File: src/rtl/mem_burst_master.sv
// Burst initiator for the data-memory port: streams words into memory or reads a
// contiguous, wrapping address range back out as a handshaked stream.
module mem_burst_master #(
   parameter int unsigned N  = 17,
   parameter int unsigned AW = 12
) (
   input  logic          i_clk,
   input  logic          i_rst,
   input  logic          i_cmd_valid,
   output logic          o_cmd_ready,
   input  logic          i_cmd_write,
   input  logic [AW-1:0] i_cmd_base,
   input  logic [AW-1:0] i_cmd_len,
   input  logic          i_wr_valid,
   output logic          o_wr_ready,
   input  logic [N-1:0]  i_wr_data,
   output logic          o_rd_valid,
   input  logic          i_rd_ready,
   output logic [11:0]   o_rd_data,
   output logic          o_busy,
   output logic          o_done,
   output logic          o_mem_write_en,
   output logic [AW-1:0] o_mem_addr,
   output logic [N-1:0]  o_mem_datain,
   input  logic [11:0]   i_mem_dataout
);

   typedef enum logic [2:0] {
      StIdle,
      StWr,
      StRdIssue,
      StRdWait,
      StRdCap,
      StRdOut,
      StDone
   } state_e;

   state_e        r_state;
   logic [AW-1:0] r_base;
   logic [AW-1:0] r_len;
   logic [AW-1:0] r_idx;
   logic          r_mem_we;
   logic [AW-1:0] r_mem_addr;
   logic [N-1:0]  r_mem_datain;
   logic          r_rd_valid;
   logic [11:0]   r_rd_data;
   logic          r_done;

   logic [AW-1:0] w_addr;
   logic          w_last;

   // AW-bit addition wraps modulo 2**AW by construction
   assign w_addr = r_base + r_idx;
   assign w_last = (r_idx == r_len - AW'(1));

   always_ff @(posedge i_clk or posedge i_rst) begin
      if (i_rst) begin
         r_state      <= StIdle;
         r_base       <= '0;
         r_len        <= '0;
         r_idx        <= '0;
         r_mem_we     <= 1'b0;
         r_mem_addr   <= '0;
         r_mem_datain <= '0;
         r_rd_valid   <= 1'b0;
         r_rd_data    <= '0;
         r_done       <= 1'b0;
      end else begin
         r_mem_we <= 1'b0;
         r_done   <= 1'b0;
         case (r_state)
            StIdle: begin
               if (i_cmd_valid) begin
                  r_base <= i_cmd_base;
                  r_len  <= i_cmd_len;
                  r_idx  <= '0;
                  if (i_cmd_len == '0) begin
                     r_state <= StDone;
                  end else if (i_cmd_write) begin
                     r_state <= StWr;
                  end else begin
                     r_state <= StRdIssue;
                  end
               end
            end
            StWr: begin
               if (i_wr_valid) begin
                  r_mem_we     <= 1'b1;
                  r_mem_addr   <= w_addr;
                  r_mem_datain <= i_wr_data;
                  r_idx        <= r_idx + AW'(1);
                  if (w_last) begin
                     r_state <= StDone;
                  end
               end
            end
            StRdIssue: begin
               r_mem_addr <= w_addr;
               r_state    <= StRdWait;
            end
            StRdWait: begin
               r_state <= StRdCap;
            end
            StRdCap: begin
               r_rd_data  <= i_mem_dataout;
               r_rd_valid <= 1'b1;
               r_state    <= StRdOut;
            end
            StRdOut: begin
               if (i_rd_ready) begin
                  r_rd_valid <= 1'b0;
                  r_idx      <= r_idx + AW'(1);
                  r_state    <= w_last ? StDone : StRdIssue;
               end
            end
            StDone: begin
               r_done  <= 1'b1;
               r_state <= StIdle;
            end
            default: begin
               r_state <= StIdle;
            end
         endcase
      end
   end

   assign o_cmd_ready    = (r_state == StIdle);
   assign o_wr_ready     = (r_state == StWr);
   assign o_busy         = (r_state != StIdle);
   assign o_rd_valid     = r_rd_valid;
   assign o_rd_data      = r_rd_data;
   assign o_done         = r_done;
   assign o_mem_write_en = r_mem_we;
   assign o_mem_addr     = r_mem_addr;
   assign o_mem_datain   = r_mem_datain;

endmodule
File: config.mk
export PLATFORM = sky130hd
export DESIGN_NAME = mem_burst_master
export DESIGN_NICKNAME = d
export VERILOG_FILES = /design/src/rtl/mem_burst_master.sv
export SDC_FILE = /design/constraint.sdc
export NUM_CORES = 1
export LEC_CHECK = 0
export CORE_MARGIN = 3
export CORE_UTILIZATION = 53
export DETAILED_ROUTE_END_ITERATION = 10
export HOLD_SLACK_MARGIN = 0.1
export PLACE_DENSITY_LB_ADDON = 0.05
export SLEW_MARGIN = 40
export SYNTH_ARGS = -nofsm -noshare
export SYNTH_HDL_FRONTEND = slang
export SYNTH_SLANG_ARGS = --single-unit
File: constraint.sdc
create_clock -name i_clk -period 4.2 [get_ports i_clk]
set_input_delay 0.84 -clock i_clk [delete_from_list [all_inputs] [get_ports i_clk]]
set_output_delay 0.84 -clock i_clk [all_outputs]
set_load 0.03 [all_outputs]
==> impl_metrics.toml <==
[outcome]
outcome = "finished clean"

[drt]
drtIter0Drc = 104
drtPass1Iterations = 4
routed_via_density = 5.50
vias = 3255
drc = 0
routedWlPerCell_um = 15.1
drtAntennaViolNets = 0
routed_wl_um = 8950

[logic_synthesis]
yosys-top-cells-area = "dfrtp_1 (49%), mux2_2 (11%), ha_1 (3.9%), xor2_1 (3.5%), o21ai_0 (2.8%)"
synth_top_area_frac = 0.492
async_flop_share = 1.00
yosysTopAreaCell = "dfrtp_1"
syn-cell-area_sq_um = 4220
syn_nets = 453
syn_area_per_cell_sq_um = 11.1
ys_seq_area_frac = 0.492
synth_edf_count = 0
synth_cell_types = 51
ys_seq_elements = 83
synth-main-ff-cell = "dfrtp_1"
ys_warn_count = 0
syn_inst = 380

[worst_setup_path]
arrival_ps = 2110
cp-end-kind = "output port"
critPathBufInv = 2
worstSetupPathType = "flop to output port"
startpoint_type = "flop"
cpLargestDelayFamily = "buffers and inverters"
cp_slowest_cell = "clkdlybuf4s50_1"
crit_path_cell_trace = "or3_1 > inv_1 > clkdlybuf4s50_1"
worstPathRequired_ps = 3360
cp_slowest_stage_delay_ps = 670
cp_max_fo = 15

[global_routing]
antenna_found_initial = 0
first_global_vias = 3173
grt_pass1_wl_um = 14600
grt_use_total = 0.204
grt_max_degree = 36
gr-total-overflow = 0

[sta]
grt_setup_unrepaired = "false"
setup_tns_ps = 0
finClkSkew_ps = 13.3
hold_viol = 0
slew_violations = 0
max_freq_ghz = 0.339
holdWs_ps = 481
finalSetupViolations = 0
min_period_ps = 2950
fin_ws_ps = 1250
tightest_slew_ps = 740
fin_crit_sh = 0.702
slew_headroom = 0.507

[final_layout]
fillCellCount = 519
drive_gt1_frac = 0.150
seqCellArea_sq_um = 2080
diodes = 0
most-common-layout-cells = "clkdlybuf4s50_1 (105), dfrtp_1 (83), mux2_2 (41)"
multi_input_area_sq_um = 2050
nNetsFinal = 562
final_common_cell = "clkdlybuf4s50_1"
area_growth_pct = 31.7

[cts]
cts_root_buf = "clkbuf_8"
numCtsBuffers = 9
clk_latency_ps = 350
cts_buffer_depth = 2
postCtsSetupBuffers = 0
ctsResizeCount = 0
h-tree-depth = 3
tritoncts = "built"
cts_sinks = 83
cts_hold_buf = 0
clk_pin_slew_ps = 80

[power_and_ir_drop]
vdd_drop_max_v = 0.000363
powerDensity_nw_per_um2 = 776
p_leak_nw = 2.36

[placement]
pre_cts_slack_ps = 890
place_hpwl_um = 6770
io_buffers = 105
place_congestion = 0.821

[floorplanning]
die_x_um = 95.3
dieArea_sq_um = 9080
rows = 31
core_area_sq_um = 7490
io_pins = 106
initial_core_util = 0.564
die_h_um = 95.3

[job]
drv_cap = 0

[hold_path]
hold_class = "flop to flop"
## metrics by stage
| step | cells | util | total power [mW] | cell area, sq um |
|---|---|---|---|---|
| floorplan | 380 | - | 3.01 | 4220 |
| finish | 592 | 0.743 | 4.32 | 5560 |
| global placement | 577 | 0.719 | 3.72 | 5380 |
| CTS | 592 | 0.743 | 4.36 | 5560 |
| detailed placement | 577 | 0.719 | 3.80 | 5380 |
| global route | 592 | 0.743 | 4.61 | 5560 |
## path summary, 6_finish.rpt
kind | end | start | slack (ps) | cells after the start
max reg2reg | o_mem_addr[10] | r_idx[0] | 1720 | 10
min reg2reg | o_mem_addr[1] | o_mem_addr[1] | 480 | 2
min | o_mem_addr[1] | o_mem_addr[1] | 480 | 2
max in group asynchronous | r_len[11] | i_rst | 2600 | 3
max | o_cmd_ready | r_state[0] | 1250 | 3
min in group asynchronous | o_mem_addr[2] | i_rst | 860 | 2
## cell families after synthesis
group           count (synthesis)  synth area share
buf+inv                        23            0.0234
compound gates                 72             0.108
fa+ha+maj                      14            0.0432
xor+xnor                       28            0.0581
flops                          83             0.492
mux                            54             0.147
simple gates                  106             0.128
## area by class of cell
cell class                      count  share of cell area
Sequential cell                    83               0.373
Multi-Input combinational cell    274               0.369
Timing Repair Buffer              109               0.194
Clock buffer                       10              0.0229
Tap cell                           99              0.0223
Clock inverter                      5             0.00990
Inverter                           12             0.00832
## cells in the mapped netlist, drive strengths merged (3+ instances only)
master and instances:
or3 5, mux2i 3, mux2 51, a21o 5
clkbuf 3, nor3b 3, dfrtp 83, xor2 17
nor2 27, a21oi 16, inv 12, buf 8
a211oi 6, o31ai 3, ha 13, nor4 4
and3 5, xnor2 11, nand4 4, nor2b 6
o21ai 26, o21a 6, nand3 5, nor3 9
nand2 32
## metal layers
layer	track usage	vias to the layer above	wire (um)
met3	0.0505	12	610
met4	0.0661	0	148
li1	-	1570	-
met2	0.342	95	4290
met5	0	-	0
met1	0.259	1578	3900
## state kept, by name, indices dropped and copies added (netlist names)
signal and count:
o_rd_valid 1, o_mem_addr 12, r_idx 12, o_mem_datain 17, r_state 3, o_done 1, r_len 12, o_rd_data 12
r_base 12, o_mem_write_en 1
## power breakdown
| group | total, mW | switching (mW) | internal [mW] |
|---|---|---|---|
| registers | 1.46 | 0.292 | 1.17 |
| logic | 2.31 | 1.22 | 1.09 |
| clock network | 0.551 | 0.281 | 0.270 |
| total | 4.32 | 1.79 | 2.52 |
## tightest hold or removal path: stages, from the launching register on
cell and delay, ps:
dfrtp_1 340, nand2_1 50, o21ai_0 60
(Power assumes the default switching activity.)
